$ cat config.mk
export PLATFORM = sky130hd
export DESIGN_NAME = sigmoid_share_arbiter
export DESIGN_NICKNAME = d
export VERILOG_FILES = /design/src/rtl/sigmoid_share_arbiter.sv
export SDC_FILE = /design/constraint.sdc
export NUM_CORES = 1
export LEC_CHECK = 0
export ABC_AREA = 1
export CORE_ASPECT_RATIO = 1.25
export CORE_UTILIZATION = 35
export DETAILED_ROUTE_END_ITERATION = 8
export PLACE_DENSITY = 0.81
export SLEW_MARGIN = 20
export SYNTH_ARGS = -nofsm -noshare
export SYNTH_HDL_FRONTEND = slang
export SYNTH_SLANG_ARGS = --single-unit
$ cat constraint.sdc
create_clock -name clk -period 3.4 [get_ports clk]
set_input_delay 0.34 -clock clk [delete_from_list [all_inputs] [get_ports clk]]
set_output_delay 0.34 -clock clk [all_outputs]
set_load 0.02 [all_outputs]
$ cat src/rtl/sigmoid_share_arbiter.sv
// ----------------------------------------------------------------------------
// sigmoid_share_arbiter
//
// Two requesters share a single hard-sigmoid activation unit. A round-robin
// arbiter grants one requester at a time and keeps the grant locked for a
// whole vector, which ends with the beat that has reqN_last set. Each
// accepted sample is passed through a piecewise-linear sigmoid and shows up
// on the registered output stage one cycle after it is accepted. The source
// requester is tagged on out_id.
//
// Parameters
//   DATA_WIDTH : signed fixed-point sample width (Qm.n)
//   Q_FRAC     : number of fractional bits (1.0 = 1 << Q_FRAC)
//   SAT_LIMIT  : input magnitude at or beyond which the output saturates
//
// Ports
//   clk, rst                          : clock, asynchronous active-high reset
//   req0_valid/data/last, req0_ready  : requester 0 stream (last = end of vector)
//   req1_valid/data/last, req1_ready  : requester 1 stream
//   out_valid/data/id/last, out_ready : activation result stream, id = source
//   busy                              : arbiter holds a grant or output beat pending
//   stat_beats0/1, stat_stalls        : optional statistics counters
//
// Optional feature macro: SIGMOID_ARB_STATS_EN
//   defined   -> stat_beats0/1 count accepted beats per requester and
//                stat_stalls counts out_valid && !out_ready cycles, each
//                saturating at 16'hFFFF.
//   undefined -> stat ports are tied to zero and no counters are built.
// ----------------------------------------------------------------------------
module sigmoid_share_arbiter #(
   parameter int DATA_WIDTH = 16,
   parameter int Q_FRAC     = 8,
   parameter int SAT_LIMIT  = 1024
) (
   input  logic                         clk,
   input  logic                         rst,
   // requester 0
   input  logic                         req0_valid,
   input  logic signed [DATA_WIDTH-1:0] req0_data,
   input  logic                         req0_last,
   output logic                         req0_ready,
   // requester 1
   input  logic                         req1_valid,
   input  logic signed [DATA_WIDTH-1:0] req1_data,
   input  logic                         req1_last,
   output logic                         req1_ready,
   // result stream
   output logic                         out_valid,
   output logic signed [DATA_WIDTH-1:0] out_data,
   output logic                         out_id,
   output logic                         out_last,
   input  logic                         out_ready,
   // status
   output logic                         busy,
   output logic [15:0]                  stat_beats0,
   output logic [15:0]                  stat_beats1,
   output logic [15:0]                  stat_stalls
);

   // Two guard bits so that 0.5 + (x >>> 2) cannot overflow before clamping.
   localparam int EXT_W = DATA_WIDTH + 2;

   localparam logic signed [EXT_W-1:0] ONE_C     = EXT_W'(1 << Q_FRAC);
   localparam logic signed [EXT_W-1:0] HALF_C    = EXT_W'(1 << (Q_FRAC - 1));
   localparam logic signed [EXT_W-1:0] ZERO_C    = EXT_W'(0);
   localparam logic signed [EXT_W-1:0] LIM_C     = EXT_W'(SAT_LIMIT);
   localparam logic signed [EXT_W-1:0] NEG_LIM_C = -LIM_C;

   typedef enum logic [1:0] {
      ST_IDLE   = 2'd0,
      ST_GRANT0 = 2'd1,
      ST_GRANT1 = 2'd2
   } state_t;

   // ------------------------------------------------------------------------
   // Hard sigmoid: saturate outside +/-SAT_LIMIT, otherwise 0.5 + x/4
   // clamped into [0, 1.0]. The arithmetic shift gives floor(x/4).
   // ------------------------------------------------------------------------
   function automatic logic [DATA_WIDTH-1:0] sigmoid_f(
      input logic signed [DATA_WIDTH-1:0] x
   );
      logic signed [EXT_W-1:0] x_ext;
      logic signed [EXT_W-1:0] lin;
      logic signed [EXT_W-1:0] res;
      x_ext = {{2{x[DATA_WIDTH-1]}}, x};
      lin   = HALF_C + (x_ext >>> 2);
      if (x_ext >= LIM_C) begin
         res = ONE_C;
      end else if (x_ext <= NEG_LIM_C) begin
         res = ZERO_C;
      end else if (lin < ZERO_C) begin
         res = ZERO_C;
      end else if (lin > ONE_C) begin
         res = ONE_C;
      end else begin
         res = lin;
      end
      return res[DATA_WIDTH-1:0];
   endfunction

   // Saturating 16-bit increment used by the statistics counters.
   function automatic logic [15:0] sat_inc16(
      input logic [15:0] cnt,
      input logic        en
   );
      logic [15:0] nxt;
      if (en && (cnt != 16'hFFFF)) begin
         nxt = cnt + 16'd1;
      end else begin
         nxt = cnt;
      end
      return nxt;
   endfunction

   // ------------------------------------------------------------------------
   // State
   // ------------------------------------------------------------------------
   state_t                  state_q,     state_d;
   logic                    favor1_q,    favor1_d;   // 1: req1 wins a tie
   logic                    out_valid_q, out_valid_d;
   logic [DATA_WIDTH-1:0]   out_data_q,  out_data_d;
   logic                    out_id_q,    out_id_d;
   logic                    out_last_q,  out_last_d;

   logic                    can_load;   // output stage can take a beat this cycle
   logic                    accept0;
   logic                    accept1;
   logic                    accept_any;
   logic signed [DATA_WIDTH-1:0] sel_data;
   logic                    sel_last;

   // The output register may be refilled when empty or drained this cycle.
   assign can_load   = !out_valid_q || out_ready;
   assign accept0    = req0_valid && req0_ready;
   assign accept1    = req1_valid && req1_ready;
   assign accept_any = accept0 || accept1;

   // State register for the arbitration FSM and round-robin pointer.
   always_ff @(posedge clk or posedge rst) begin
      if (rst) begin
         state_q  <= ST_IDLE;
         favor1_q <= 1'b0;
      end else begin
         state_q  <= state_d;
         favor1_q <= favor1_d;
      end
   end

   // Next-state logic: arbitrate only from IDLE, release only on an accepted last beat.
   always_comb begin
      state_d  = state_q;
      favor1_d = favor1_q;
      case (state_q)
         ST_IDLE: begin
            // req0 wins if it is the only one asking or if it is its turn.
            if (req0_valid && (!req1_valid || !favor1_q)) begin
               state_d  = ST_GRANT0;
               favor1_d = 1'b1;
            end else if (req1_valid) begin
               state_d  = ST_GRANT1;
               favor1_d = 1'b0;
            end else begin
               state_d  = ST_IDLE;
               favor1_d = favor1_q;
            end
         end
         ST_GRANT0: begin
            if (accept0 && req0_last) begin
               state_d = ST_IDLE;
            end else begin
               state_d = ST_GRANT0;
            end
         end
         ST_GRANT1: begin
            if (accept1 && req1_last) begin
               state_d = ST_IDLE;
            end else begin
               state_d = ST_GRANT1;
            end
         end
         default: begin
            state_d  = ST_IDLE;
            favor1_d = 1'b0;
         end
      endcase
   end

   // FSM outputs: only the granted requester sees ready, and only when the
   // output stage can take its beat.
   always_comb begin
      req0_ready = 1'b0;
      req1_ready = 1'b0;
      sel_data   = req0_data;
      sel_last   = req0_last;
      case (state_q)
         ST_GRANT0: begin
            req0_ready = can_load;
            req1_ready = 1'b0;
            sel_data   = req0_data;
            sel_last   = req0_last;
         end
         ST_GRANT1: begin
            req0_ready = 1'b0;
            req1_ready = can_load;
            sel_data   = req1_data;
            sel_last   = req1_last;
         end
         ST_IDLE: begin
            req0_ready = 1'b0;
            req1_ready = 1'b0;
         end
         default: begin
            req0_ready = 1'b0;
            req1_ready = 1'b0;
         end
      endcase
   end

   // Output stage next value: load on accept, clear on drain, else hold.
   always_comb begin
      out_valid_d = out_valid_q;
      out_data_d  = out_data_q;
      out_id_d    = out_id_q;
      out_last_d  = out_last_q;
      if (accept_any) begin
         out_valid_d = 1'b1;
         out_data_d  = sigmoid_f(sel_data);
         out_id_d    = accept1;
         out_last_d  = sel_last;
      end else if (out_ready) begin
         out_valid_d = 1'b0;
      end else begin
         out_valid_d = out_valid_q;
      end
   end

   // Output stage register.
   always_ff @(posedge clk or posedge rst) begin
      if (rst) begin
         out_valid_q <= 1'b0;
         out_data_q  <= {DATA_WIDTH{1'b0}};
         out_id_q    <= 1'b0;
         out_last_q  <= 1'b0;
      end else begin
         out_valid_q <= out_valid_d;
         out_data_q  <= out_data_d;
         out_id_q    <= out_id_d;
         out_last_q  <= out_last_d;
      end
   end

   assign out_valid = out_valid_q;
   assign out_data  = out_data_q;
   assign out_id    = out_id_q;
   assign out_last  = out_last_q;
   assign busy      = (state_q != ST_IDLE) || out_valid_q;

`ifdef SIGMOID_ARB_STATS_EN
   logic [15:0] beats0_q, beats0_d;
   logic [15:0] beats1_q, beats1_d;
   logic [15:0] stalls_q, stalls_d;

   // Statistics next values, each saturating at all-ones.
   always_comb begin
      beats0_d = sat_inc16(beats0_q, accept0);
      beats1_d = sat_inc16(beats1_q, accept1);
      stalls_d = sat_inc16(stalls_q, out_valid_q && !out_ready);
   end

   // Statistics registers.
   always_ff @(posedge clk or posedge rst) begin
      if (rst) begin
         beats0_q <= 16'd0;
         beats1_q <= 16'd0;
         stalls_q <= 16'd0;
      end else begin
         beats0_q <= beats0_d;
         beats1_q <= beats1_d;
         stalls_q <= stalls_d;
      end
   end

   assign stat_beats0 = beats0_q;
   assign stat_beats1 = beats1_q;
   assign stat_stalls = stalls_q;
`else
   assign stat_beats0 = 16'd0;
   assign stat_beats1 = 16'd0;
   assign stat_stalls = 16'd0;
`endif

endmodule

==> metrics.yaml, run 1 <==
run_status:
  status: "finished clean"
worst_setup_path:
  startpoint_type: "flop"
  cpMaxStageDelayCell: "clkdlybuf4s50_1"
  cpPeakStageDelay_ns: 0.62
  crit_family: "buffers and inverters"
  worstPathMaxFanout: 23
  worstSetupEndpointType: "primary output"
  cp.arrival_ns: 2.15
  crit_buf_inv: 4
  worstPathCellList: "inv_1 -> ha_1 -> buf_4 -> inv_4 -> a21oi_2 -> clkdlybuf4s50_1"
  criticalPathCategory: "flop to primary output"
  crit_required_ns: 3.06
floorplanning:
  start_util: 0.370
  rows: 28
  die-area_um2: 5370
  fp.dieH_um: 81.7
  coreArea_um2: 4800
  die_w_um: 65.8
  io_pins: 109
synthesis:
  synth_edf_count: 0
  syn_avg_cell_area_um2: 6.81
  ys_seq_area_frac: 0.281
  async_reset_ff_frac: 1.00
  syn-cell-area_um2: 1780
  ys.flop_type: "dfrtp_1"
  synth_cell_types: 27
  ys_ff_latch: 20
  synth_warnings: 0
  postSynthCellCount: 261
power_and_ir_drop:
  max-vdd-ir-drop_uv: 363
  power_density_nw_per_um2: 685
  leakage_nw: 1.20
clock_tree:
  post_cts_resized: 0
  insertion_delay_ns: 0.25
  root_buffer: "clkbuf_8"
  hold_buffers: 0
  cts.sinks: 20
  htree_levels: 1
  cts_tree: "built"
  numCtsBuffers: 3
  clkTransAtPathRegs_ns: 0.07
  postCtsSetupBuffers: 0
  cts_buffer_depth: 2
place:
  io_buffers: 54
  place_congestion: 0.805
  place_hpwl_um: 2890
global_route:
  grt_use_total: 0.127
  grt_remaining_overflow: 0
  grt_first_pass_wirelength_um: 5440
  antenna_found_initial: 0
  grt_pass1_vias: 1356
  grt_start_max_net_pins: 24
sta:
  fin_worst_skew_ns: 0.00633
  fin_crit_sh: 0.732
  clock.fmax_mhz: 402
  rsz0062_at_grt: "no"
  slew_viol_final: 0
  period_minus_slack_ns: 2.49
  setup_tns_ns: 0
  slew_headroom: 0.515
  hold_viol_final: 0
  worst_pin_slew_ns: 0.727
  setup-violations-final: 0
layout:
  n_antenna_cell: 0
  fin_nets: 359
  drive_gt1_frac: 0.0637
  synthToLayoutAreaGrowth_pct: 25.1
  final_core_util: 0.463
drt:
  vias: 1523
  drc_errors: 0
  wl_met1_um: 1310
  wl_met3_um: 198
  firstDrtPassIters: 5
  ant_nets: 0
  via_per_inst: 4.07
  routedWlPerCell_um: 9.15
  wirelength_um: 3420
  routed-wl-met2_um: 1830
  drt_iter0_markers: 19
  top_layer_used: "met4"
flow_run:
  drv_cap: 0
hold_path:
  hold_path_class: "flop to flop"
==> kinds of logic (layout without fill, tap and decap cells) <==
family | Yosys count | count (layout) | synth area share
AO/OA/AOI/OAI | 22 | 22 | 0.0774
adder cells (fa/ha/maj) | 5 | 5 | 0.0352
buffers and inverters | 91 | 95 | 0.313
flip-flops | 20 | 20 | 0.281
other | 1 | 50 | 0.00211
AND/OR/NAND/NOR | 122 | 122 | 0.291
==> path summary, 6_finish.rpt <==
check / from / to / slack [ns] / depth (start not counted)
setup / recovery: state_q[0] / req1_ready / 0.91 / 6
hold / removal: out_data[3] / out_data[3] / 0.49 / 2
setup reg to reg: state_q[0] / out_data[3] / 1.08 / 15
hold reg to reg: out_data[3] / out_data[3] / 0.49 / 2
max in group asynchronous: rst / out_data[2] / 2.43 / 2
min in group asynchronous: rst / out_data[7] / 0.51 / 2
==> cells in the mapped netlist (2+ instances only) <==
master    n  area [um^2]
a21oi_1   6         30.0
buf_2     3         15.0
buf_4    50          375
dfrtp_1  20          500
ha_1      5         62.6
inv_1    34          128
inv_4     2         12.5
nand2_1  84          315
nand2_2   4         25.0
nand2_4   2         22.5
nand3_1   5         25.0
nand3_2   2         20.0
nand4_1   2         12.5
nor2_1   21         78.8
o21ai_0   8         40.0
o21ai_1   2         10.0
==> sequential cells by signal (all words and copies together) (netlist names) <==
name,count
state_q,2
out_id,1
out_valid,1
out_data,14
favor1_q,1
out_last,1
==> stage by stage <==
step	power [W]	instance area, um^2	worst slack (ns)	std cells	hold WS [ns]
after floorplan	0.00112	1960	1.33	310	0.304
after global placement	0.00134	2170	1.15	370	0.458
after detailed placement	0.00136	2170	1.11	370	0.462
after CTS	0.00154	2220	0.908	374	0.487
after global routing	0.00167	2220	0.819	374	0.510
final	0.00152	2220	0.912	374	0.486
==> cell type report <==
type                       count  area (um^2)
sequential                    20          500
multi-input combinational    199          905
clock buffer                   4         55.1
fill                         497         2580
inverter                      36          140
timing repair buffer          55          548
tap                           60         75.1
==> routing by layer <==
metal  GRT usage  vias up
met3      0.0153        8
met2       0.239       58
li1            -      789
met1       0.140      668
met4      0.0543        0
met5           0        -
==> where the power goes <==
group | internal, W | switching, W | leakage [nW]
Clock | 0.000103 | 0.0000703 | 0.0288
Combinational | 0.000370 | 0.000608 | 0.909
Sequential | 0.000321 | 0.0000505 | 0.263
Total | 0.000794 | 0.000729 | 1.20
==> worst register-to-register path, delay by kind of cell, from the launching register on <==
kind	cells	cell delay [ns]
AND/OR/NAND/NOR	10	0.95
buffers and inverters	3	0.50
flip-flops	1	0.41
AO/OA/AOI/OAI	1	0.21
adder cells (fa/ha/maj)	1	0.20
==> layout by cell type, fill, tap and decap left out, types with 2 or more instances in the layout <==
| cell | Yosys | routed |
|---|---|---|
| nand2_4 | 2 | 2 |
| o21ai_0 | 8 | 8 |
| inv_1 | 34 | 34 |
| nor2_1 | 21 | 21 |
| nand2_1 | 84 | 84 |
| clkbuf_8 | 0 | 4 |
| nand3_2 | 2 | 2 |
| dfrtp_1 | 20 | 20 |
| nand2_2 | 4 | 4 |
| ha_1 | 5 | 5 |
| a21oi_1 | 6 | 6 |
| inv_4 | 2 | 2 |
| nand3_1 | 5 | 5 |
| conb_1 | 1 | 50 |
| clkdlybuf4s50_1 | 0 | 54 |
| o21ai_1 | 2 | 2 |
| nand4_1 | 2 | 2 |
Note: power is estimated with default switching activity, not from simulation.
==> run 2, diff against run 1 <==
--- a/config.mk
+++ b/config.mk
@@ -7,9 +7,9 @@
 export LEC_CHECK = 0
 export ABC_AREA = 1
 export CORE_ASPECT_RATIO = 1.25
-export CORE_UTILIZATION = 35
+export CORE_UTILIZATION = 34
 export DETAILED_ROUTE_END_ITERATION = 8
-export PLACE_DENSITY = 0.81
+export PLACE_DENSITY = 0.82
 export SLEW_MARGIN = 20
 export SYNTH_ARGS = -nofsm -noshare
 export SYNTH_HDL_FRONTEND = slang
==> constraint.sdc (replaced) <==
create_clock -name clk -period 2.2 [get_ports clk]
set_input_delay 0.22 -clock clk [delete_from_list [all_inputs] [get_ports clk]]
set_output_delay 0.22 -clock clk [all_outputs]
set_load 0.02 [all_outputs]
==> metrics.yaml, run 2 (synthesis gave the netlist of run 1 again) <==
global_route:
  antenna_found_initial: 0  # unchanged
  grt_pass1_vias: 1347  # -0.66%
  grt_use_total: 0.127  # about the same
  grt_first_pass_wirelength_um: 5580  # +2.5%
  grt_start_max_net_pins: 21  # -13%
  grt_remaining_overflow: 0  # unchanged
clock_tree:
  cts.sinks: 20  # unchanged
  numCtsBuffers: 3  # unchanged
  cts_buffer_depth: 2  # unchanged
  clkTransAtPathRegs_ns: 0.07  # about the same
  htree_levels: 1  # unchanged
  insertion_delay_ns: 0.25  # about the same
  cts_tree: "built"
  hold_buffers: 0  # unchanged
  root_buffer: "clkbuf_8"
flow_run:
  drv_cap: 0  # unchanged
place:
  io_buffers: 54  # unchanged
  place_congestion: 0.820  # +1.9%
  place_hpwl_um: 2980  # +3.2%
layout:
  largest_register_ffs: 14  # unchanged
  fin_nets: 362  # +0.84%
  drive_gt1_frac: 0.0823  # +0.0186
  synthToLayoutAreaGrowth_pct: 27.2
  final_common_cell: "nand2_1"
  n_antenna_cell: 0  # unchanged
  mostFrequentLayoutCells: "82 x nand2_1, 53 x clkdlybuf4s50_1, 50 x conb_1"
  final_core_util: 0.448  # -0.0150
worst_setup_path:
  startpoint: "state_q[0]"
  worstSetupEndpointType: "primary output"
  timing.rr.end: "out_data[5]"
  startpoint_type: "flop"
  cp-endpoint: "req1_ready"
  rr_worst_depth: 14  # -1
  reg2reg_setup_slack_ns: 0.21  # -0.87 ns
  crit_required_ns: 1.98  # -1.08 ns
  r2r_start: "state_q[0]"
  criticalPathCategory: "flop to primary output"
  cp.arrival_ns: 1.84  # -0.31 ns
  worstPathMaxFanout: 12  # -48%
sta:
  hold_viol_final: 0  # unchanged
  fin_worst_skew_ns: 0.00525  # -0.00108 ns
  slew_viol_final: 0  # unchanged
  worst_pin_slew_ns: 0.721  # -0.00600 ns
  slew_headroom: 0.519  # +0.00401
  hold-worst-slack_ns: 0.384  # -0.102 ns
  rsz0062_at_grt: "no"
  period_minus_slack_ns: 2.06
  setup_tns_ns: 0  # unchanged
  clock.fmax_mhz: 485
  setup-violations-final: 0  # unchanged
  fin_crit_sh: 0.938
run_status:
  status: "finished clean"
drt:
  firstDrtPassIters: 4  # -1
  via_per_inst: 4.10  # +0.57%
  routedWlPerCell_um: 9.31  # +1.7%
  drc_errors: 0  # unchanged
  wirelength_um: 3520  # +2.8%
  ant_nets: 0  # unchanged
  drt_iter0_markers: 33  # +14
  vias: 1548  # +1.6%
floorplanning:
  coreArea_um2: 5040  # +5.1%
  die_w_um: 66.7  # +1.4%
  io_pins: 109  # unchanged
  fp.dieH_um: 82.9  # +1.4%
  die-area_um2: 5520  # +2.9%
  rows: 29  # +3.6%
  start_util: 0.353  # -0.0179
hold_path:
  hold_path_class: "input port to asynchronous set/reset pin"
power_and_ir_drop:
  leakage_nw: 1.23  # +2.2%
  power_density_nw_per_um2: 1060  # +55%
  max-vdd-ir-drop_uv: 515  # +42%
[run 2: cell types whose count changed in the layout (fill, tap and decap cells not counted), sizes merged]
cell / previous run / this run
buf: 1 / 4
clkinv: 0 / 1
clkdlybuf4s50: 54 / 53
inv: 36 / 35
clkbuf: 4 / 3
dlymetal6s2s: 0 / 1
[run 2: worst min path at each step]
| stage | startpoint | endpoint | slack [ns] |
|---|---|---|---|
| 3_3_place_gp | out_id | out_id | 0.46 |
| 4_1_cts | rst | out_data[11] | 0.41 |
| 3_5_place_dp | out_data[7] | out_data[7] | 0.47 |
| 5_1_grt | rst | out_data[11] | 0.47 |
| 6_report | rst | out_data[11] | 0.38 |
| 2_1_floorplan | rst | favor1_q | 0.18 |
[run 2: worst max-delay path, cell delays in order, from the launching register on]
cell and delay [ns]:
dfrtp_1 0.41, inv_2 0.10, ha_4 0.17, clkinv_4 0.12, a21oi_2 0.17, clkdlybuf4s50_1 0.62
[run 2: where the power goes]
| group | switching, W | total (W) | internal, W |
|---|---|---|---|
| combinational | 0.000960 | 0.00159 | 0.000631 |
| clock | 0.000102 | 0.000223 | 0.000121 |
| sequential | 0.0000827 | 0.000578 | 0.000496 |
| total | 0.00114 | 0.00239 | 0.00125 |
[run 2: stage by stage]
stage               area, um^2  cells  power (W)  setup WS [ns]
floorplan                 1960    310    0.00172          0.128
global placement          2190    374    0.00209          0.181
detailed placement        2190    374    0.00213          0.104
CTS                       2230    377    0.00237        0.00399
global route              2260    378    0.00260         0.0138
finish                    2260    378    0.00239          0.137
[run 2: layout make-up]
class	count	area, um^2
Clock buffer	3	41.3
Fill cell	513	2780
Inverter	36	143
Multi-Input combinational cell	199	922
Sequential cell	20	500
Tap cell	62	77.6
Timing Repair Buffer	58	577
[run 2: timing repair]
action	4_1_cts	5_1_grt
resized for setup	0	9
endpoints found under the hold margin	0	0
buffers inserted	0	1
endpoints found under the setup margin	0	11
[run 2: layer usage]
metal / part of all wire / vias up / global-route usage
li1: - / 793 / -
met1: 0.37 / 682 / 0.123
met2: 0.54 / 63 / 0.245
met3: 0.064 / 10 / 0.0247
met4: 0.026 / 0 / 0.0522
met5: 0 / - / 0
